[src/rtl/magnetron_scheduler.sv]
// Duty-cycle scheduler for magnetron, fan and turntable with door interlock.
// Optional energy counter output enabled by defining MAGSCHED_ENERGY_EN.
module magnetron_scheduler #(
    parameter int TICK_DIV     = 100,
    parameter int PERIOD_TICKS = 10,
    parameter int COOL_TICKS   = 3
) (
    input  logic        clk,
    input  logic        rst_n,
    input  logic        run_req,
    input  logic [3:0]  power,
    input  logic        door_closed,
    input  logic        abort,
    output logic        magnetron_on,
    output logic        fan_on,
    output logic        turntable_on,
    output logic        busy,
    output logic        tick
`ifdef MAGSCHED_ENERGY_EN
    ,
    output logic [15:0] energy_ticks
`endif
);

    typedef enum logic [2:0] {
        ST_IDLE,
        ST_SPINUP,
        ST_HEAT,
        ST_PAUSE,
        ST_COOLDOWN
    } state_t;

    localparam logic [15:0] DIV_LAST   = 16'(TICK_DIV - 1);
    localparam logic [3:0]  PHASE_LAST = 4'(PERIOD_TICKS - 1);
    localparam logic [3:0]  PWR_MAX    = 4'(PERIOD_TICKS);
    localparam logic [3:0]  COOL_LAST  = 4'(COOL_TICKS - 1);

    state_t      state_reg, state_next;
    logic [15:0] div_cnt_reg, div_cnt_next;
    logic [3:0]  phase_reg, phase_next;
    logic [3:0]  pwr_lat_reg, pwr_lat_next;
    logic [3:0]  cool_cnt_reg, cool_cnt_next;
    logic [3:0]  pwr_clamped;

    assign tick        = (div_cnt_reg == DIV_LAST);
    assign pwr_clamped = (power > PWR_MAX) ? PWR_MAX : power;

    always_ff @(posedge clk or negedge rst_n) begin
        if (!rst_n) begin
            state_reg    <= ST_IDLE;
            div_cnt_reg  <= '0;
            phase_reg    <= '0;
            pwr_lat_reg  <= '0;
            cool_cnt_reg <= '0;
        end else begin
            state_reg    <= state_next;
            div_cnt_reg  <= div_cnt_next;
            phase_reg    <= phase_next;
            pwr_lat_reg  <= pwr_lat_next;
            cool_cnt_reg <= cool_cnt_next;
        end
    end

    always_comb begin
        state_next    = state_reg;
        div_cnt_next  = tick ? '0 : div_cnt_reg + 16'd1;
        phase_next    = phase_reg;
        pwr_lat_next  = pwr_lat_reg;
        cool_cnt_next = cool_cnt_reg;
        case (state_reg)
            ST_IDLE: begin
                if (run_req && door_closed) begin
                    state_next   = ST_SPINUP;
                    pwr_lat_next = pwr_clamped;
                    phase_next   = '0;
                    div_cnt_next = '0;
                end
            end
            ST_SPINUP, ST_HEAT: begin
                // abort beats door open, which beats run_req drop, which beats tick
                if (abort || (door_closed && !run_req)) begin
                    state_next    = ST_COOLDOWN;
                    div_cnt_next  = '0;
                    cool_cnt_next = '0;
                end else if (!door_closed) begin
                    state_next = ST_PAUSE;
                end else if (tick) begin
                    if (state_reg == ST_SPINUP) begin
                        state_next = ST_HEAT;
                    end else begin
                        phase_next = (phase_reg == PHASE_LAST) ? '0 : phase_reg + 4'd1;
                    end
                end
            end
            ST_PAUSE: begin
                if (abort || !run_req) begin
                    state_next    = ST_COOLDOWN;
                    div_cnt_next  = '0;
                    cool_cnt_next = '0;
                end else if (door_closed) begin
                    // Resume keeps the window phase; only the power level is relatched
                    state_next   = ST_SPINUP;
                    pwr_lat_next = pwr_clamped;
                    div_cnt_next = '0;
                end
            end
            ST_COOLDOWN: begin
                if (tick) begin
                    if (cool_cnt_reg == COOL_LAST) begin
                        state_next = ST_IDLE;
                    end else begin
                        cool_cnt_next = cool_cnt_reg + 4'd1;
                    end
                end
            end
            default: state_next = ST_IDLE;
        endcase
    end

    assign magnetron_on = (state_reg == ST_HEAT) && (phase_reg < pwr_lat_reg);
    assign fan_on       = (state_reg != ST_IDLE);
    assign turntable_on = (state_reg == ST_SPINUP) || (state_reg == ST_HEAT);
    assign busy         = (state_reg != ST_IDLE);

`ifdef MAGSCHED_ENERGY_EN
    logic [15:0] energy_reg;

    always_ff @(posedge clk or negedge rst_n) begin
        if (!rst_n) begin
            energy_reg <= '0;
        end else if (state_reg == ST_IDLE && state_next == ST_SPINUP) begin
            energy_reg <= '0;
        end else if (tick && magnetron_on && energy_reg != 16'hFFFF) begin
            energy_reg <= energy_reg + 16'd1;
        end
    end

    assign energy_ticks = energy_reg;
`endif

endmodule
[config.mk]
export PLATFORM = sky130hd
export DESIGN_NAME = magnetron_scheduler
export DESIGN_NICKNAME = d
export VERILOG_FILES = /design/src/rtl/magnetron_scheduler.sv
export SDC_FILE = /design/constraint.sdc
export NUM_CORES = 1
export LEC_CHECK = 0
export ABC_AREA = 1
export CAP_MARGIN = 25
export CORE_ASPECT_RATIO = 1.2
export CORE_MARGIN = 4
export CORE_UTILIZATION = 57
export DETAILED_ROUTE_END_ITERATION = 10
export PLACE_DENSITY_LB_ADDON = 0.1
export SYNTH_ARGS = -nofsm -noshare
export SYNTH_HDL_FRONTEND = slang
export SYNTH_SLANG_ARGS = --single-unit
export TNS_END_PERCENT = 10
[constraint.sdc]
create_clock -name clk -period 3.25 [get_ports clk]
set_input_delay 0.325 -clock clk [delete_from_list [all_inputs] [get_ports clk]]
set_output_delay 0.325 -clock clk [all_outputs]
set_load 0.03 [all_outputs]
Word level (Yosys, flattened, before mapping)
Cells that the tools add are included.
{"block": "totals", "output_inout_bits": 5, "reg_bits": 31}
{"block": "classes", "magnitude_cmp": 2, "eq_ne": 22, "n_mux": 33, "n_reduce_logical": 17, "add_sub_neg": 3}
{"cell": "2-to-1 mux 16 bit", "count": 5}
{"cell": "2-to-1 mux 4 bit", "count": 14}
{"cell": "one-hot mux 16 bit (3 select lines)", "count": 1}
{"cell": "2-to-1 mux 3 bit", "count": 9}
{"cell": "!= test 2 bit (second input constant)", "count": 12}
{"cell": "adder 16 x 1 -> 16 bit (second input constant)", "count": 1}
{"cell": "equality test 16 x 7 -> 1 bit (second input constant)", "count": 1}
{"cell": "one-hot mux 4 bit (2 select lines)", "count": 2}
{"cell": "one-hot mux 3 bit (4 select lines)", "count": 1}
{"cell": "one-hot mux 4 bit (3 select lines)", "count": 1}
{"cell": "AND reduction 6 bit", "count": 2}
{"cell": "adder 4 x 1 -> 4 bit (second input constant)", "count": 2}
{"cell": "!= test 4 bit (second input constant)", "count": 2}
{"cell": "equality test 3 x 2 -> 1 bit (second input constant)", "count": 2}
{"cell": "nonzero test 3 bit", "count": 2}
{"cell": "AND reduction 5 bit", "count": 1}
{"cell": "equality test 4 x 2 -> 1 bit (second input constant)", "count": 1}
{"cell": "equality test 4 bit (second input constant)", "count": 1}
{"cell": "> comparator 4 bit (second input constant)", "count": 1}
{"cell": "< comparator 4 bit", "count": 1}
{"cell": "AND reduction 4 bit", "count": 1}
{"cell": "nonzero test 2 bit", "count": 2}
{"cell": "equality test 3 x 1 -> 1 bit (second input constant)", "count": 1}
{"cell": "equality test 3 bit (second input constant)", "count": 1}
{"cell": "6 further kinds", "count": 10}

Logic depth before layout (Yosys ltp)
Gate-level depths: netlist of run 1.
{"block": "depth", "word_depth": 7, "mapped_depth": 12, "depth_no_buf": 12}

Worst setup path after synthesis of run 1
OpenSTA, ideal clock, no wires.
{"block": "synth_timing", "path_type": "register to output", "start": "reg phase_reg[1]", "end": "out magnetron_on", "n_path_buf": 0, "t_arrival_ns": 1.424, "path_slack_ns": 1.501, "path_stages_with_launch": 6, "required_time_ns": 2.925, "path_cell_list": "dfrtp_1 > ha_1 > a21boi_0 > o211ai_1 > nand2_1 > nor2_1"}
{"block": "synth_via", "elab_chain_len": 2}
{"item": "start, declared", "line_no": "40", "text": "logic [3:0] phase_reg, phase_next;"}
{"item": "start signal, assigned", "line_no": "58", "text": "phase_reg <= phase_next;"}
{"item": "< comparator 4 bit", "line_no": "120", "text": "assign magnetron_on = (state_reg == ST_HEAT) && (phase_reg < pwr_lat_reg);"}
{"item": "logical AND 1 bit", "line_no": "120"}
{"item": "end, declared", "line_no": "14", "text": "output logic magnetron_on,"}
No other way between the ends.

Worst setup path in the final report of run 1
Same ends and word-level chain as after synthesis.

==> flow_summary.json, run 1 <==
{
  "status": "finished clean",
  "postSynthAreaPerCell_sq_um": 7.52,
  "gp_congestion": 0.907,
  "required_ns": 2.92,
  "cts_root_buffer": "clkbuf_4",
  "ir_worst_vdd_v": 0.000602,
  "rows": 22,
  "grt_usage": 0.194,
  "ctsHoldBuffers": 0,
  "htree_num_levels": 2,
  "syn_nets": 274,
  "cts_setup_buffers": 0,
  "antenna_found_initial": 0,
  "r2r-start": "div_cnt_reg[0]$_DFF_PN0_",
  "worst_pin_slew_ns": 0.390,
  "setup.worst_path.end_class": "primary output",
  "yosys.area.top_type": "dfrtp_1",
  "largest_reg_flops": 16,
  "syn_to_final_growth_pct": 12.9,
  "nNetsFinal": 293,
  "synth_cells": 257,
  "clkTransAtPathRegs_ns": 0.10,
  "setup_viol": 0,
  "p_sw_frac": 0.420,
  "yosys_warnings": 0,
  "r2r_end": "state_reg[2]$_DFFE_PN0P_",
  "worst-setup-path-type": "reg -> out",
  "hold_class": "in -> async",
  "hpwl_um": 2770,
  "power-per-cell-area_nw_per_um2": 694,
  "synth_cell_type_count": 27,
  "grt_start_max_net_pins": 32,
  "grt_pass1_vias": 1597,
  "viasPerCell": 5.47,
  "use_met1": 0.237,
  "async_reset_ff_frac": 1.00,
  "drv_slew": 0,
  "power_frac_clock": 0.206,
  "crit_path_start_kind": "register",
  "rsz0062_at_grt": "no",
  "yosysMostFrequentCell": "nand2_1",
  "synth_edf_count": 0,
  "nFillCells": 287,
  "combPwrFrac": 0.441,
  "grt_pass1_wl_um": 6540,
  "pwr-share-seq": 0.353,
  "ys_seq_area_frac": 0.401,
  "crit_fanout": 6,
  "clock.fmax_mhz": 397,
  "p_switching_w": 0.000636,
  "initial_core_util": 0.611,
  "ys_ff_latch": 31,
  "drtIter0Drc": 120,
  "grt-ovfl-total": 0,
  "numPortBuffers": 13,
  "dr.pass1.iters": 4,
  "ff2ff_setup_slack_ns": 1.46,
  "synthTopCellsByCount": "nand2_1, nor2_1, dfrtp_1",
  "critPathArrivalTime_ns": 2.19,
  "setup_tns_ns": 0,
  "die_area_sq_um": 4390,
  "numCtsBuffers": 5,
  "slew_headroom": 0.740,
  "reg2reg_depth": 12,
  "cts_resized": 0,
  "period_share": 0.775,
  "cts.sinks": 31,
  "grtUsageMet3": 0.0505,
  "drive_above_1_share": 0.0975,
  "ys_top_cells_by_area": "dfrtp_1, nand2_1, nor2_1",
  "hold_violations": 0,
  "final_core_util": 0.690,
  "wl_per_cell_um": 11.8,
  "cts_buffer_depth": 2,
  "drcViolationCount": 0,
  "ant_nets": 0,
  "diodes": 0,
  "place_inst": 305,
  "use_met2": 0.311,
  "die_y_um": 71.8,
  "yosys.area.top_type_share": 0.401,
  "synth_flop_cell": "dfrtp_1",
  "core_area_sq_um": 3170,
  "leakagePower_nw": 1.11,
  "skew_ns": 0.0118,
  "drv_cap": 0,
  "cts_tree": "built",
  "period_minus_slack_ns": 2.52,
  "clk-insertion-delay-late_ns": 0.33,
  "die_w_um": 61.2,
  "pin_count": 14,
  "routed_wl_um": 3680,
  "grt-busiest-layer": "met2",
  "via_count": 1713,
  "fin_cells": 313,
  "intPower_w": 0.000878,
  "synth_area_sq_um": 1930
}
## worst max-delay path, cell delays in order (launching register included)
cell	delay, ns
dfrtp_1	0.45
ha_1	0.30
a21boi_0	0.12
o211ai_1	0.15
nand2_1	0.07
nor2_1	0.09
clkdlybuf4s50_1	0.67
## power by group through the flow
stage          sequential, W  clock (W)  combinational (W)
2_1_floorplan       0.000528          0           0.000533
3_3_place_gp        0.000540          0           0.000659
3_5_place_dp        0.000543          0           0.000669
4_1_cts             0.000535   0.000323           0.000674
5_1_grt             0.000547   0.000344           0.000760
6_report            0.000535   0.000312           0.000667
## layer usage
layer  vias to the layer above  routed length (um)
met1                       785                1620
met4                         0                  57
met3                         8                 199
li1                        871                   -
met5                         -                   0
met2                        49                1810
## how the worst max path moves through the flow
stage / start / to / slack [ns] / cells past startpoint
floorplan: phase_reg[1]$_DFFE_PN0P_ / magnetron_on / 1.50 / 5
global placement: phase_reg[1]$_DFFE_PN0P_ / magnetron_on / 1.10 / 6
detailed placement: phase_reg[1]$_DFFE_PN0P_ / magnetron_on / 1.10 / 6
CTS: phase_reg[1]$_DFFE_PN0P_ / magnetron_on / 0.70 / 6
global route: phase_reg[1]$_DFFE_PN0P_ / magnetron_on / 0.54 / 6
finish: phase_reg[1]$_DFFE_PN0P_ / magnetron_on / 0.73 / 6
## through the flow
step           power (W)  hold WS (ns)  cell area (sq um)  setup slack [ns]
2_1_floorplan    0.00106        0.0294               1930              1.50
4_1_cts          0.00153         0.384               2180             0.701
3_5_place_dp     0.00121         0.454               2100              1.10
6_report         0.00151         0.378               2180             0.731
5_1_grt          0.00165         0.388               2180             0.536
3_3_place_gp     0.00120         0.451               2100              1.10
## cell type report
type / instances / area [sq um] / area share
multi-input cells: 192 / 1020 / 0.466
flip-flops and latches: 31 / 776 / 0.355
repair buffers: 14 / 138 / 0.0630
inverters: 32 / 120 / 0.0550
clock buffers: 6 / 51.3 / 0.0235
well taps: 36 / 45.0 / 0.0206
clock inverters: 2 / 35.0 / 0.0160
## logic make-up (layout without fill, tap and decap cells)
group / Yosys count / count (layout) / share of synthesized area
AOI/OAI and AO/OA: 26 / 26 / 0.0816
xor gates and xnor gates: 11 / 11 / 0.0498
adders and majority gates: 8 / 8 / 0.0518
buffers and inverters: 34 / 54 / 0.0718
DFF: 31 / 31 / 0.401
and+or+nand+nor: 147 / 147 / 0.344
## cells in the final DEF (no fill, tap or decap)
cell	instances
nor4_1	1
clkdlybuf4s50_1	13
o21ai_4	1
o22ai_1	2
nand4_1	8
a21boi_0	1
nor2_2	5
inv_1	30
nor2_1	39
nor3_1	6
nand3_1	19
nand2_2	6
nand2_1	57
a31o_2	1
dfrtp_1	31
clkbuf_4	5
clkinv_2	1
o21ai_0	13
xor2_1	8
nand3b_1	3
nand4_2	2
o211ai_1	2
xnor2_1	3
a21oi_1	5
bufinv_16	1
or2_2	1
buf_4	1
inv_2	2
o21a_1	1
clkbuf_8	1
ha_1	8
Power figures use the tool's default switching activity.
==> inputs of run 2 (changes only) <==
==> constraint.sdc (replaced) <==
create_clock -name clk -period 2.5 [get_ports clk]
set_input_delay 0.25 -clock clk [delete_from_list [all_inputs] [get_ports clk]]
set_output_delay 0.25 -clock clk [all_outputs]
set_load 0.03 [all_outputs]
==> flow_summary.json, run 2 (synthesized netlist as in run 1, its figures left out) <==
{
  "status": "finished clean",
  "placedInstanceArea_sq_um": 2100,
  "grt_pass1_vias": 1597,
  "final_cell_mix": "nand2_1, nor2_1, dfrtp_1",
  "drcViolationCount": 0,
  "critPathTopFamily": "buffers and inverters",
  "grt-busiest-layer": "met2",
  "whs_ns": 0.302,
  "initial_core_util": 0.611,
  "pin_count": 14,
  "fin_area_sq_um": 2190,
  "die_w_um": 61.2,
  "drv_slew": 0,
  "cts.sinks": 31,
  "worst-setup-path-type": "reg -> out",
  "clk-insertion-delay-late_ns": 0.33,
  "grt-ovfl-total": 0,
  "hold_class": "in -> async",
  "largest_reg_flops": 16,
  "syn_to_final_growth_pct": 13.1,
  "nNetsFinal": 293,
  "use_met2": 0.311,
  "cts_buffer_depth": 2,
  "die_area_sq_um": 4390,
  "worst_pin_slew_ns": 0.389,
  "grtUsageMet3": 0.0505,
  "numPortBuffers": 13,
  "rows": 22,
  "gp_congestion": 0.907,
  "setup_tns_ns": 0,
  "cp_num_buf_inv": 2,
  "critPathArrivalTime_ns": 1.99,
  "clock.fmax_mhz": 446,
  "required_ns": 2.25,
  "htree_num_levels": 2,
  "wl_per_cell_um": 11.8,
  "max_stage_delay_ns": 0.73,
  "clkTransAtPathRegs_ns": 0.10,
  "viasPerCell": 5.50,
  "period_share": 0.897,
  "power-per-cell-area_nw_per_um2": 900,
  "diodes": 0,
  "grt_usage": 0.194,
  "worstPathCellList": "inv_1 > nand2_1 > o21ai_4 > clkdlybuf4s50_1",
  "drtIter0Drc": 145,
  "mostFrequentLayoutCell": "nand2_1",
  "slew_headroom": 0.740,
  "ctsHoldBuffers": 0,
  "grt_pass1_wl_um": 6540,
  "ir_worst_vdd_v": 0.000783,
  "grt_start_max_net_pins": 32,
  "cts_tree": "built",
  "crit_path_start_kind": "register",
  "die_y_um": 71.8,
  "drv_cap": 0,
  "rsz0062_at_grt": "no",
  "core_area_sq_um": 3170,
  "cts_root_buffer": "clkbuf_4",
  "via_count": 1723,
  "cpMaxStageDelayCell": "clkdlybuf4s50_1",
  "setup_viol": 0,
  "leakagePower_nw": 1.13,
  "ant_nets": 0,
  "hold_violations": 0,
  "crit_fanout": 10,
  "antenna_found_initial": 0,
  "dr.pass1.iters": 4,
  "period_minus_slack_ns": 2.24,
  "numCtsBuffers": 5,
  "use_met1": 0.237,
  "routed_wl_um": 3700,
  "setup.worst_path.end_class": "primary output",
  "hpwl_um": 2770,
  "skew_ns": 0.0117,
  "drive_above_1_share": 0.0975
}
==> run 2: changes by cell type in the layout (fill, tap and decap cells not counted) <==
| cell | previous run | this run |
|---|---|---|
| dlymetal6s2s_1 | 0 | 1 |
| clkdlybuf4s50_1 | 13 | 12 |
==> run 2: power by group <==
part | total, W | internal (W) | switching [W]
clock network | 0.000406 | 0.000236 | 0.000169
logic | 0.000866 | 0.000303 | 0.000563
registers | 0.000696 | 0.000602 | 0.0000938
total | 0.00197 | 0.00114 | 0.000826
==> run 2: what timing repair did <==
| action | in CTS | in global routing |
|---|---|---|
| gates resized for setup | 0 | 1 |
| buffers inserted | 0 | 0 |
| setup endpoints to repair | 0 | 1 |
==> run 2: area by class of cell <==
cell class                 instances  area (sq um)
clock buffer                       6          51.3
clock inverter                     2          35.0
fill                             288           980
inverter                          32           120
multi-input combinational        192          1020
sequential                        31           776
tap                               36          45.0
timing repair buffer              14           140
==> run 2: layer usage <==
layer / vias to the layer above / routed length (um)
met3: 9 / 197
met4: 0 / 74
met2: 52 / 1820
met5: - / 0
li1: 874 / -
met1: 788 / 1610
==> run 2: worst register-to-register path, stage by stage, from the launching register on <==
cell and delay (ns):
dfrtp_1 0.38, ha_1 0.25, inv_1 0.05, nor2_1 0.08
nand2_1 0.06, nor2_1 0.08, nand2_1 0.17, nand2_2 0.19
nand2_1 0.08, nor2_2 0.13, nand2_1 0.10, nand2_1 0.07
nand2_1 0.05
==> run 2: path summary, 6_finish.rpt <==
check	cells past startpoint	to	start	slack [ns]
worst max-delay path	4	turntable_on	state_reg[2]$_DFFE_PN0P_	0.26
worst min-delay path	2	div_cnt_reg[7]$_DFF_PN0_	rst_n	0.30
worst max register to register	12	state_reg[2]$_DFFE_PN0P_	div_cnt_reg[0]$_DFF_PN0_	0.72
worst min register to register	1	div_cnt_reg[0]$_DFF_PN0_	div_cnt_reg[0]$_DFF_PN0_	0.47
max in group asynchronous	2	state_reg[0]$_DFFE_PN0P_	rst_n	1.90
min in group clk	1	div_cnt_reg[0]$_DFF_PN0_	div_cnt_reg[0]$_DFF_PN0_	0.47
==> run 2: through the flow <==
stage	total power (W)	util	setup WS (ns)	std cells
after floorplan	0.00138	-	0.826	257
after global placement	0.00156	0.662	0.429	305
after detailed placement	0.00158	0.662	0.422	305
after CTS	0.00199	0.690	0.0256	313
after global routing	0.00215	0.691	0.148	313
final	0.00197	0.691	0.258	313
